[config.mk]
export PLATFORM = sky130hd
export DESIGN_NAME = fetch_stage
export DESIGN_NICKNAME = d
export VERILOG_FILES = /design/src/rtl/rv_pipe_pkg.sv /design/src/rtl/fetch_hold_buf.sv /design/src/rtl/fetch_stage.sv
export SDC_FILE = /design/constraint.sdc
export NUM_CORES = 1
export LEC_CHECK = 0
export ABC_CLOCK_PERIOD_IN_PS = 4400
export CORE_MARGIN = 2
export CORE_UTILIZATION = 53
export DETAILED_ROUTE_END_ITERATION = 10
export GPL_TIMING_DRIVEN = 0
export PLACE_DENSITY = 0.86
export SETUP_SLACK_MARGIN = 0.02
export SLEW_MARGIN = 10
export SYNTH_ARGS = -nofsm -noshare
export SYNTH_HDL_FRONTEND = slang
export SYNTH_SLANG_ARGS = --single-unit
[constraint.sdc]
create_clock -name clk -period 4.4 [get_ports clk]
set_clock_uncertainty 0.05 [all_clocks]
set_input_delay 0.88 -clock clk [delete_from_list [all_inputs] [get_ports clk]]
set_output_delay 0.88 -clock clk [all_outputs]
set_load 0.05 [all_outputs]
[src/rtl/rv_pipe_pkg.sv]
// Shared pipeline types: fetch FSM states, the bubble instruction and the IF/ID register layout.
package rv_pipe_pkg;

  // ifid_t is sized by this width, so fetch_stage's PC_W must match it.
  localparam int unsigned IFID_PC_W = 9;
  localparam logic [31:0] NOP_INSTR = 32'h0000_0013;

  typedef enum logic [1:0] {
    S_IDLE,
    S_REQ,
    S_HOLD,
    S_DROP
  } fetch_state_e;

  typedef struct packed {
    logic                 valid;
    logic [IFID_PC_W-1:0] pc;
    logic [31:0]          instr;
  } ifid_t;

endpackage

[src/rtl/fetch_hold_buf.sv]
// One-entry buffer that parks a fetched word while the hazard unit stalls IF/ID.
module fetch_hold_buf
  import rv_pipe_pkg::*;
(
  input  logic                 clk,
  input  logic                 reset,
  input  logic                 load,
  input  logic                 clear,
  input  logic [IFID_PC_W-1:0] load_pc,
  input  logic [31:0]          load_instr,
  output ifid_t                word
);

  logic                 valid_q;
  logic [IFID_PC_W-1:0] pc_q;
  logic [31:0]          instr_q;

  // NOTE: sequential state uses non-blocking assignments so every register samples pre-edge values.
  always_ff @(posedge clk) begin
    if (reset || clear) valid_q <= 1'b0;
    else if (load)      valid_q <= 1'b1;
  end

  // NOTE: the payload is not reset; valid_q alone qualifies it, so the data flops stay reset-free.
  always_ff @(posedge clk) begin
    if (load) begin
      pc_q    <= load_pc;
      instr_q <= load_instr;
    end
  end

  assign word = '{valid: valid_q, pc: pc_q, instr: instr_q};

endmodule

[src/rtl/fetch_stage.sv]
// IF stage: PC register, req/ack instruction fetch FSM, IF/ID register and redirect counter.
module fetch_stage
  import rv_pipe_pkg::*;
#(
  parameter int unsigned PC_W      = IFID_PC_W,
  parameter logic [31:0] NOP_INSTR = rv_pipe_pkg::NOP_INSTR,
  parameter int unsigned CNT_W     = 16
) (
  input  logic             clk,
  input  logic             reset,
  input  logic             stall,
  input  logic             pc_sel,
  input  logic [31:0]      branch_target,
  output logic             imem_req,
  output logic [PC_W-1:0]  imem_addr,
  input  logic             imem_ack,
  input  logic [31:0]      imem_rdata,
  output logic             ifid_valid,
  output logic [PC_W-1:0]  ifid_pc,
  output logic [31:0]      ifid_instr,
  output logic [CNT_W-1:0] redirect_cnt
);

  fetch_state_e     state_q, state_d;
  logic [PC_W-1:0]  pc_q, pc_d;
  logic [PC_W-1:0]  target_q, target_d;
  ifid_t            ifid_q, ifid_d;
  logic [CNT_W-1:0] cnt_q;

  logic             hold_load, hold_clear;
  ifid_t            hold_word;
  ifid_t            word;
  logic             word_ok;

  logic [PC_W-1:0]  redirect_pc;
  logic [PC_W-1:0]  pc_inc;
  logic             unused_target_bits;

  assign redirect_pc        = {branch_target[PC_W-1:2], 2'b00};
  assign pc_inc             = pc_q + PC_W'(4);
  assign unused_target_bits = ^{branch_target[31:PC_W], branch_target[1:0]};

  fetch_hold_buf u_hold_buf (
    .clk        (clk),
    .reset      (reset),
    .load       (hold_load),
    .clear      (hold_clear),
    .load_pc    (pc_q),
    .load_instr (imem_rdata),
    .word       (hold_word)
  );

  // NOTE: every signal driven here gets a default first so no path can infer a latch.
  always_comb begin
    state_d    = state_q;
    pc_d       = pc_q;
    target_d   = target_q;
    imem_req   = 1'b0;
    hold_load  = 1'b0;
    hold_clear = 1'b0;
    word_ok    = 1'b0;
    word       = '{valid: 1'b1, pc: pc_q, instr: imem_rdata};

    unique case (state_q)
      S_IDLE: begin
        state_d = S_REQ;
        if (pc_sel) pc_d = redirect_pc;
      end
      S_REQ: begin
        imem_req = 1'b1;
        if (imem_ack && pc_sel) begin
          pc_d = redirect_pc;
        end else if (imem_ack) begin
          pc_d = pc_inc;
          if (stall) begin
            hold_load = 1'b1;
            state_d   = S_HOLD;
          end else begin
            word_ok = 1'b1;
          end
        end else if (pc_sel) begin
          // The bus cannot withdraw a request: remember where to go once it completes.
          target_d = redirect_pc;
          state_d  = S_DROP;
        end
      end
      S_HOLD: begin
        if (pc_sel) begin
          hold_clear = 1'b1;
          pc_d       = redirect_pc;
          state_d    = S_REQ;
        end else if (!stall) begin
          hold_clear = 1'b1;
          word       = hold_word;
          word_ok    = 1'b1;
          state_d    = S_REQ;
        end
      end
      S_DROP: begin
        imem_req = 1'b1;
        if (pc_sel) target_d = redirect_pc;
        if (imem_ack) begin
          pc_d    = target_d;
          state_d = S_REQ;
        end
      end
      default: state_d = S_IDLE;
    endcase

    // Redirect flushes even under stall; otherwise stall holds, then new word, else bubble.
    if (pc_sel)       ifid_d = '{valid: 1'b0, pc: ifid_q.pc, instr: NOP_INSTR};
    else if (stall)   ifid_d = ifid_q;
    else if (word_ok) ifid_d = word;
    else              ifid_d = '{valid: 1'b0, pc: ifid_q.pc, instr: NOP_INSTR};
  end

  always_ff @(posedge clk) begin
    if (reset) begin
      state_q  <= S_IDLE;
      pc_q     <= '0;
      target_q <= '0;
      ifid_q   <= '{valid: 1'b0, pc: '0, instr: NOP_INSTR};
      cnt_q    <= '0;
    end else begin
      state_q  <= state_d;
      pc_q     <= pc_d;
      target_q <= target_d;
      ifid_q   <= ifid_d;
      if (pc_sel && (cnt_q != '1)) cnt_q <= cnt_q + CNT_W'(1);
    end
  end

  assign imem_addr    = pc_q;
  assign ifid_valid   = ifid_q.valid;
  assign ifid_pc      = ifid_q.pc;
  assign ifid_instr   = ifid_q.instr;
  assign redirect_cnt = cnt_q;

endmodule

==> out/metrics.yaml, run 1 <==
outcome:
  outcome: "finished clean"
worst_setup_path:
  worstPathArrival_ns: 2.33
  cp_num_buf_inv: 2
  crit_required_ns: 3.47
  r2r_end: "u_hold_buf.instr_q[19]"
  crit_path_max_fanout: 10
  cp.depth: 4
  r2r-start: "state_q[1]"
  crit_chain: "ha_1, buf_2, or2_2, clkdlybuf4s50_1"
  endpoint_kind: "output port"
  r2r_setup_slack_ns: 1.90
  cpPeakStageDelay_ns: 0.80
  crit_start: "state_q[1]"
  critical_path_class: "flop to output port"
  crit_end: "imem_req"
  critPathSlowestCell: "clkdlybuf4s50_1"
  cp-start-kind: "flop"
  crit_family: "buffers and inverters"
  r2r_cells: 7
pwr:
  peakVddDrop_uv: 326
  p_per_area_nw_per_um2: 411
  power_mw: 2.95
  leakage_nw: 2.50
finish:
  design_area_um2: 7170
  layout_common_cells: "clkdlybuf4s50_1 (110), dfxtp_1 (79), nor2_1 (59), edfxtp_1 (41), mux2_2 (36)"
  layout_commonest_cell: "clkdlybuf4s50_1"
  fin_util: 0.737
  antenna_cells: 0
  nets: 698
  drive_above_1_share: 0.158
  area_delta_synth_final_pct: 34.9
global_route:
  grt_antenna_before_repair: 0
  grt_pass1_vias: 4403
  grtUsageTotal: 0.250
  grt_max_degree: 27
  grt_pass1_wl_um: 22000
  grt_overflow: 0
die:
  die-width_um: 104
  start_util: 0.546
  die_y_um: 104
  die_area_um2: 10800
  num_rows: 36
  io_pins: 137
  core_area_um2: 9730
sta:
  finalCritPeriodShare: 0.741
  rsz0062_at_grt: "false"
  fmax_mhz: 307
  maxSlewViolCount: 0
  relSlewSlack: 0.592
  worstMarginPinSlew_ns: 0.611
  hold_viol_final: 0
  finalSetupViolCount: 0
  fin_crit_ns: 3.26
  setup_tns_ns: 0
  worst_slack_ns: 1.14
synthesis:
  synth_seq_cells: 120
  synth_cells: 491
  yosysTopAreaCell: "dfxtp_1"
  ys_seq_area_frac: 0.530
  synth_nets: 568
  synthTopCellsByArea: "dfxtp_1 (30%), edfxtp_1 (23%), mux2_2 (7.6%)"
  synth_edf_count: 41
  synth_top_area_frac: 0.298
  synth-async-reset-ratio: 0
  yosysUniqueCellTypes: 57
  synthesis.area_um2: 5310
  syn-mean-instance-area_um2: 10.8
  yosys_warnings: 0
  synth_flop_cell: "dfxtp_1"
detailed_routing:
  dr.pass1.iters: 5
  routedWlPerCell_um: 17.4
  via_per_inst: 5.86
  drc: 0
  antenna_left: 0
  wl_um: 13400
  initialDrtViolationCount: 294
  vias: 4495
clock_network:
  h-tree-depth: 4
  clk_pin_slew_worst_paths_ns: 0.06
  cts_buffers: 17
  clockBufferDepth: 2
  post_cts.repair.setup_buffers: 0
  cts.sinks: 120
  root_buffer: "clkbuf_8"
  insertion_delay_ns: 0.52
  cts_tree: "done"
  cts.repair.resized: 0
  hold_buffers: 0
place:
  gp_congestion: 0.896
  dp_hpwl_um: 9450
  pre_cts_ws_ns: 1.42
  place_area_um2: 6600
  numPortBuffers: 110
job:
  cap_violations: 0
min_path:
  min_path_type: "flop to flop"
registers in the layout, indices dropped and copies added (netlist names):
| name | cells |
|---|---|
| ifid_instr | 32 |
| redirect_cnt | 16 |
| u_hold_buf.instr_q | 32 |
| imem_addr | 9 |
| u_hold_buf.pc_q | 9 |
| u_hold_buf.valid_q | 1 |
| state_q | 2 |
| ifid_pc | 9 |
| target_q | 9 |
| ifid_valid | 1 |
through the flow:
| step | hold WS [ns] | cells |
|---|---|---|
| floorplan | 0.366 | 491 |
| global placement | 0.373 | 734 |
| detailed placement | 0.401 | 735 |
| CTS | 0.415 | 767 |
| global route | 0.434 | 767 |
| finish | 0.414 | 767 |
tightest hold or removal path, delay by kind of cell (launching register included):
kind | cells | cell delay [ns]
AND/OR/NAND/NOR | 1 | 0.06
AO/OA/AOI/OAI | 1 | 0.05
flip-flops | 1 | 0.30
layer usage:
metal	GRT usage	vias to the layer above	wire, um
met5	0	-	0
met4	0.0820	0	255
met1	0.324	2167	5740
met2	0.413	203	6480
li1	-	2099	-
met3	0.0614	26	903
Yosys cell counts (3+ instances only):
master     n
inv_1     16
nand3_1    6
nor2b_1    8
and3_1     5
buf_1      5
nor2_1    59
o21ai_0    7
dfxtp_1   79
o31ai_1    3
nor3_1     5
nor4_1     3
a211oi_1  12
ha_1       8
clkbuf_1  12
a21oi_1   22
mux2i_1   23
edfxtp_1  41
a221oi_1   5
a31oi_1    3
nand2_1   27
mux2_2    36
or2_2      3
nand4_1    6
buf_2     11
or4_1      6
a22o_1     4
buf_4      4
and4_1     3
a22oi_1   30
or3_1      3
power breakdown:
part / switching, mW / total, mW / internal, mW / leakage [nW]
clock: 0.515 / 1.32 / 0.809 / 0.272
combinational: 0.236 / 0.408 / 0.172 / 1.22
sequential: 0.0332 / 1.21 / 1.18 / 1.01
how the worst min path moves through the flow:
stage                       from            endpoint  slack, ns  depth (start not counted)
CTS                   ifid_valid          ifid_valid       0.42                          2
finish                ifid_valid          ifid_valid       0.41                          2
global placement     target_q[1]         target_q[1]       0.37                          2
global route          ifid_valid          ifid_valid       0.43                          2
detailed placement  imem_addr[4]  u_hold_buf.pc_q[4]       0.40                          0
floorplan            target_q[1]         target_q[1]       0.37                          2
cells by family after synthesis:
| kind of cell | synth area share |
|---|---|
| xor+xnor | 0.00165 |
| mux | 0.120 |
| simple gates | 0.133 |
| flops | 0.530 |
| buf+inv | 0.0415 |
| fa+ha+maj | 0.0188 |
| compound gates | 0.156 |
layout make-up:
class,count,area (um^2)
clock buffer,18,418
clock inverter,14,150
multi-input combinational,322,2280
buffer,33,160
sequential,120,2810
inverter,16,60.1
timing repair buffer,111,1120
tap,133,166
fill,692,2560
No activity file was read; power rests on OpenSTA's default activity.
==> run 2: changes to the inputs <==
--- a/config.mk
+++ b/config.mk
@@ -5,12 +5,12 @@
 export SDC_FILE = /design/constraint.sdc
 export NUM_CORES = 1
 export LEC_CHECK = 0
-export ABC_CLOCK_PERIOD_IN_PS = 4400
+export ABC_CLOCK_PERIOD_IN_PS = 2880
 export CORE_MARGIN = 2
-export CORE_UTILIZATION = 53
+export CORE_UTILIZATION = 44
 export DETAILED_ROUTE_END_ITERATION = 10
 export GPL_TIMING_DRIVEN = 0
-export PLACE_DENSITY = 0.86
+export PLACE_DENSITY = 0.76
 export SETUP_SLACK_MARGIN = 0.02
 export SLEW_MARGIN = 10
 export SYNTH_ARGS = -nofsm -noshare
==> constraint.sdc (replaced) <==
create_clock -name clk -period 2.88 [get_ports clk]
set_clock_uncertainty 0.05 [all_clocks]
set_input_delay 0.576 -clock clk [delete_from_list [all_inputs] [get_ports clk]]
set_output_delay 0.576 -clock clk [all_outputs]
set_load 0.05 [all_outputs]
==> run 2 against run 1 <==
Effect of this change:
- total power up 53%
- register-to-register slack worse by 1.4 ns
- critical endpoint is now imem_addr[2]
- worst hold slack worse by 0.020 ns
- utilization down 13 points
- sequential share of layout area down 0.16 points
- setup slack worse by 0.69 ns
- combinational power up 52%
- via count down 0.73%
- highest routed layer unchanged
- global-route usage down 4.3 points
- clock power up 55%
==> out/metrics.yaml, run 2 (synthesized netlist as in run 1, its figures left out) <==
outcome:
  outcome: "finished clean"
die:
  die_y_um: 114
  core_area_um2: 11900
  io_pins: 137
  die_area_um2: 13000
  die-width_um: 114
  num_rows: 40
  start_util: 0.446
global_route:
  grt_pass1_vias: 4341
  grtUsageMet1: 0.263
  grt_max_degree: 32
  grt_overflow: 0
  met3_usage: 0.0452
  grtUsageTotal: 0.207
  grt_use_met2: 0.347
  grt_pass1_wl_um: 21300
  grt_busiest_layer: "met2"
  grt_antenna_before_repair: 0
sta:
  worst_slack_ns: 0.454
  fmax_mhz: 412
  fin_crit_ns: 2.43
  relSlewSlack: 0.593
  maxSlewViolCount: 0
  worstMarginPinSlew_ns: 0.610
  finalSetupViolCount: 0
  finalCritPeriodShare: 0.842
  hold_viol_final: 0
  setup_tns_ns: 0
  whs_ns: 0.393
  rsz0062_at_grt: "false"
finish:
  layout_common_cells: "clkdlybuf4s50_1 (109), dfxtp_1 (79), nor2_1 (59), edfxtp_1 (41), mux2_2 (36)"
  design_area_um2: 7200
  layout.cells.non_filler: 781
  fill_cells: 979
  drive_above_1_share: 0.159
  regArea_um2: 2810
  area_delta_synth_final_pct: 35.5
  layout_commonest_cell: "clkdlybuf4s50_1"
  fin_util: 0.604
  multiInputGateArea_um2: 2280
  nets: 698
  antenna_cells: 0
pwr:
  p_per_area_nw_per_um2: 628
  peakVddDrop_uv: 504
  power_mw: 4.52
  leakage_nw: 2.53
detailed_routing:
  drc: 0
  antenna_left: 0
  via_per_inst: 5.71
  routedWlPerCell_um: 17.2
  vias: 4462
  initialDrtViolationCount: 349
  wl_um: 13500
  dr.pass1.iters: 7
clock_network:
  clockBufferDepth: 2
  clk_pin_slew_worst_paths_ns: 0.06
  cts_tree: "done"
  h-tree-depth: 4
  insertion_delay_ns: 0.41
  cts.sinks: 120
  root_buffer: "clkbuf_16"
  cts_buffers: 17
worst_setup_path:
  r2r_cells: 7
  crit_family: "buffers and inverters"
  crit_chain: "clkdlybuf4s50_1"
  cp_num_buf_inv: 1
  cp-start-kind: "flop"
  crit_required_ns: 2.25
  r2r_setup_slack_ns: 0.46
  worstPathArrival_ns: 1.80
  cp.depth: 1
  critPathSlowestCell: "clkdlybuf4s50_1"
  cpPeakStageDelay_ns: 0.87
  critical_path_class: "flop to output port"
  crit_path_max_fanout: 8
  endpoint_kind: "output port"
place:
  dp_hpwl_um: 9390
  gp_congestion: 0.860
  place_inst: 749
  pre_cts_ws_ns: 0.250
  place_area_um2: 6620
  numPortBuffers: 110
min_path:
  hold_depth: 2
  min_path_type: "flop to flop"
job:
  cap_violations: 0
run 2: final timing paths:
path                     start                endpoint
setup / recovery  imem_addr[2]            imem_addr[2]
setup reg to reg    state_q[1]  u_hold_buf.instr_q[20]
hold reg to reg    target_q[1]             target_q[1]
hold / removal     target_q[1]             target_q[1]
run 2: report_power, final:
| part | total (mW) | internal, mW | switching [mW] |
|---|---|---|---|
| logic | 0.619 | 0.262 | 0.357 |
| registers | 1.85 | 1.80 | 0.0501 |
| clock network | 2.05 | 1.27 | 0.772 |
| total | 4.52 | 3.34 | 1.18 |
run 2: worst reg2reg max path, cell delays in order, from the launching register on:
cell,delay (ns)
dfxtp_1,0.35
inv_1,0.13
ha_1,0.21
buf_2,0.24
buf_1,0.40
nand3_1,0.18
inv_2,0.27
buf_12,0.25
run 2: area by class of cell:
class | instances | area share
timing repair buffer | 111 | 0.156
clock inverter | 15 | 0.0212
clock buffer | 17 | 0.0591
inverter | 16 | 0.00834
multi-input combinational | 322 | 0.317
tap | 147 | 0.0256
sequential | 120 | 0.391
buffer | 33 | 0.0223
run 2: layer usage:
metal / routed length [um] / vias to the layer above
met3: 798 / 17
met4: 144 / 0
met5: 0 / -
met1: 5990 / 2180
li1: - / 2097
met2: 6530 / 168
run 2: what timing repair did:
| item | CTS | global route |
|---|---|---|
| hold buffers | 0 | 0 |
| buffers inserted | 0 | 0 |
| setup endpoints to repair | 0 | 1 |
| gates resized for setup | 0 | 1 |
| endpoints found under the hold margin | 0 | 0 |
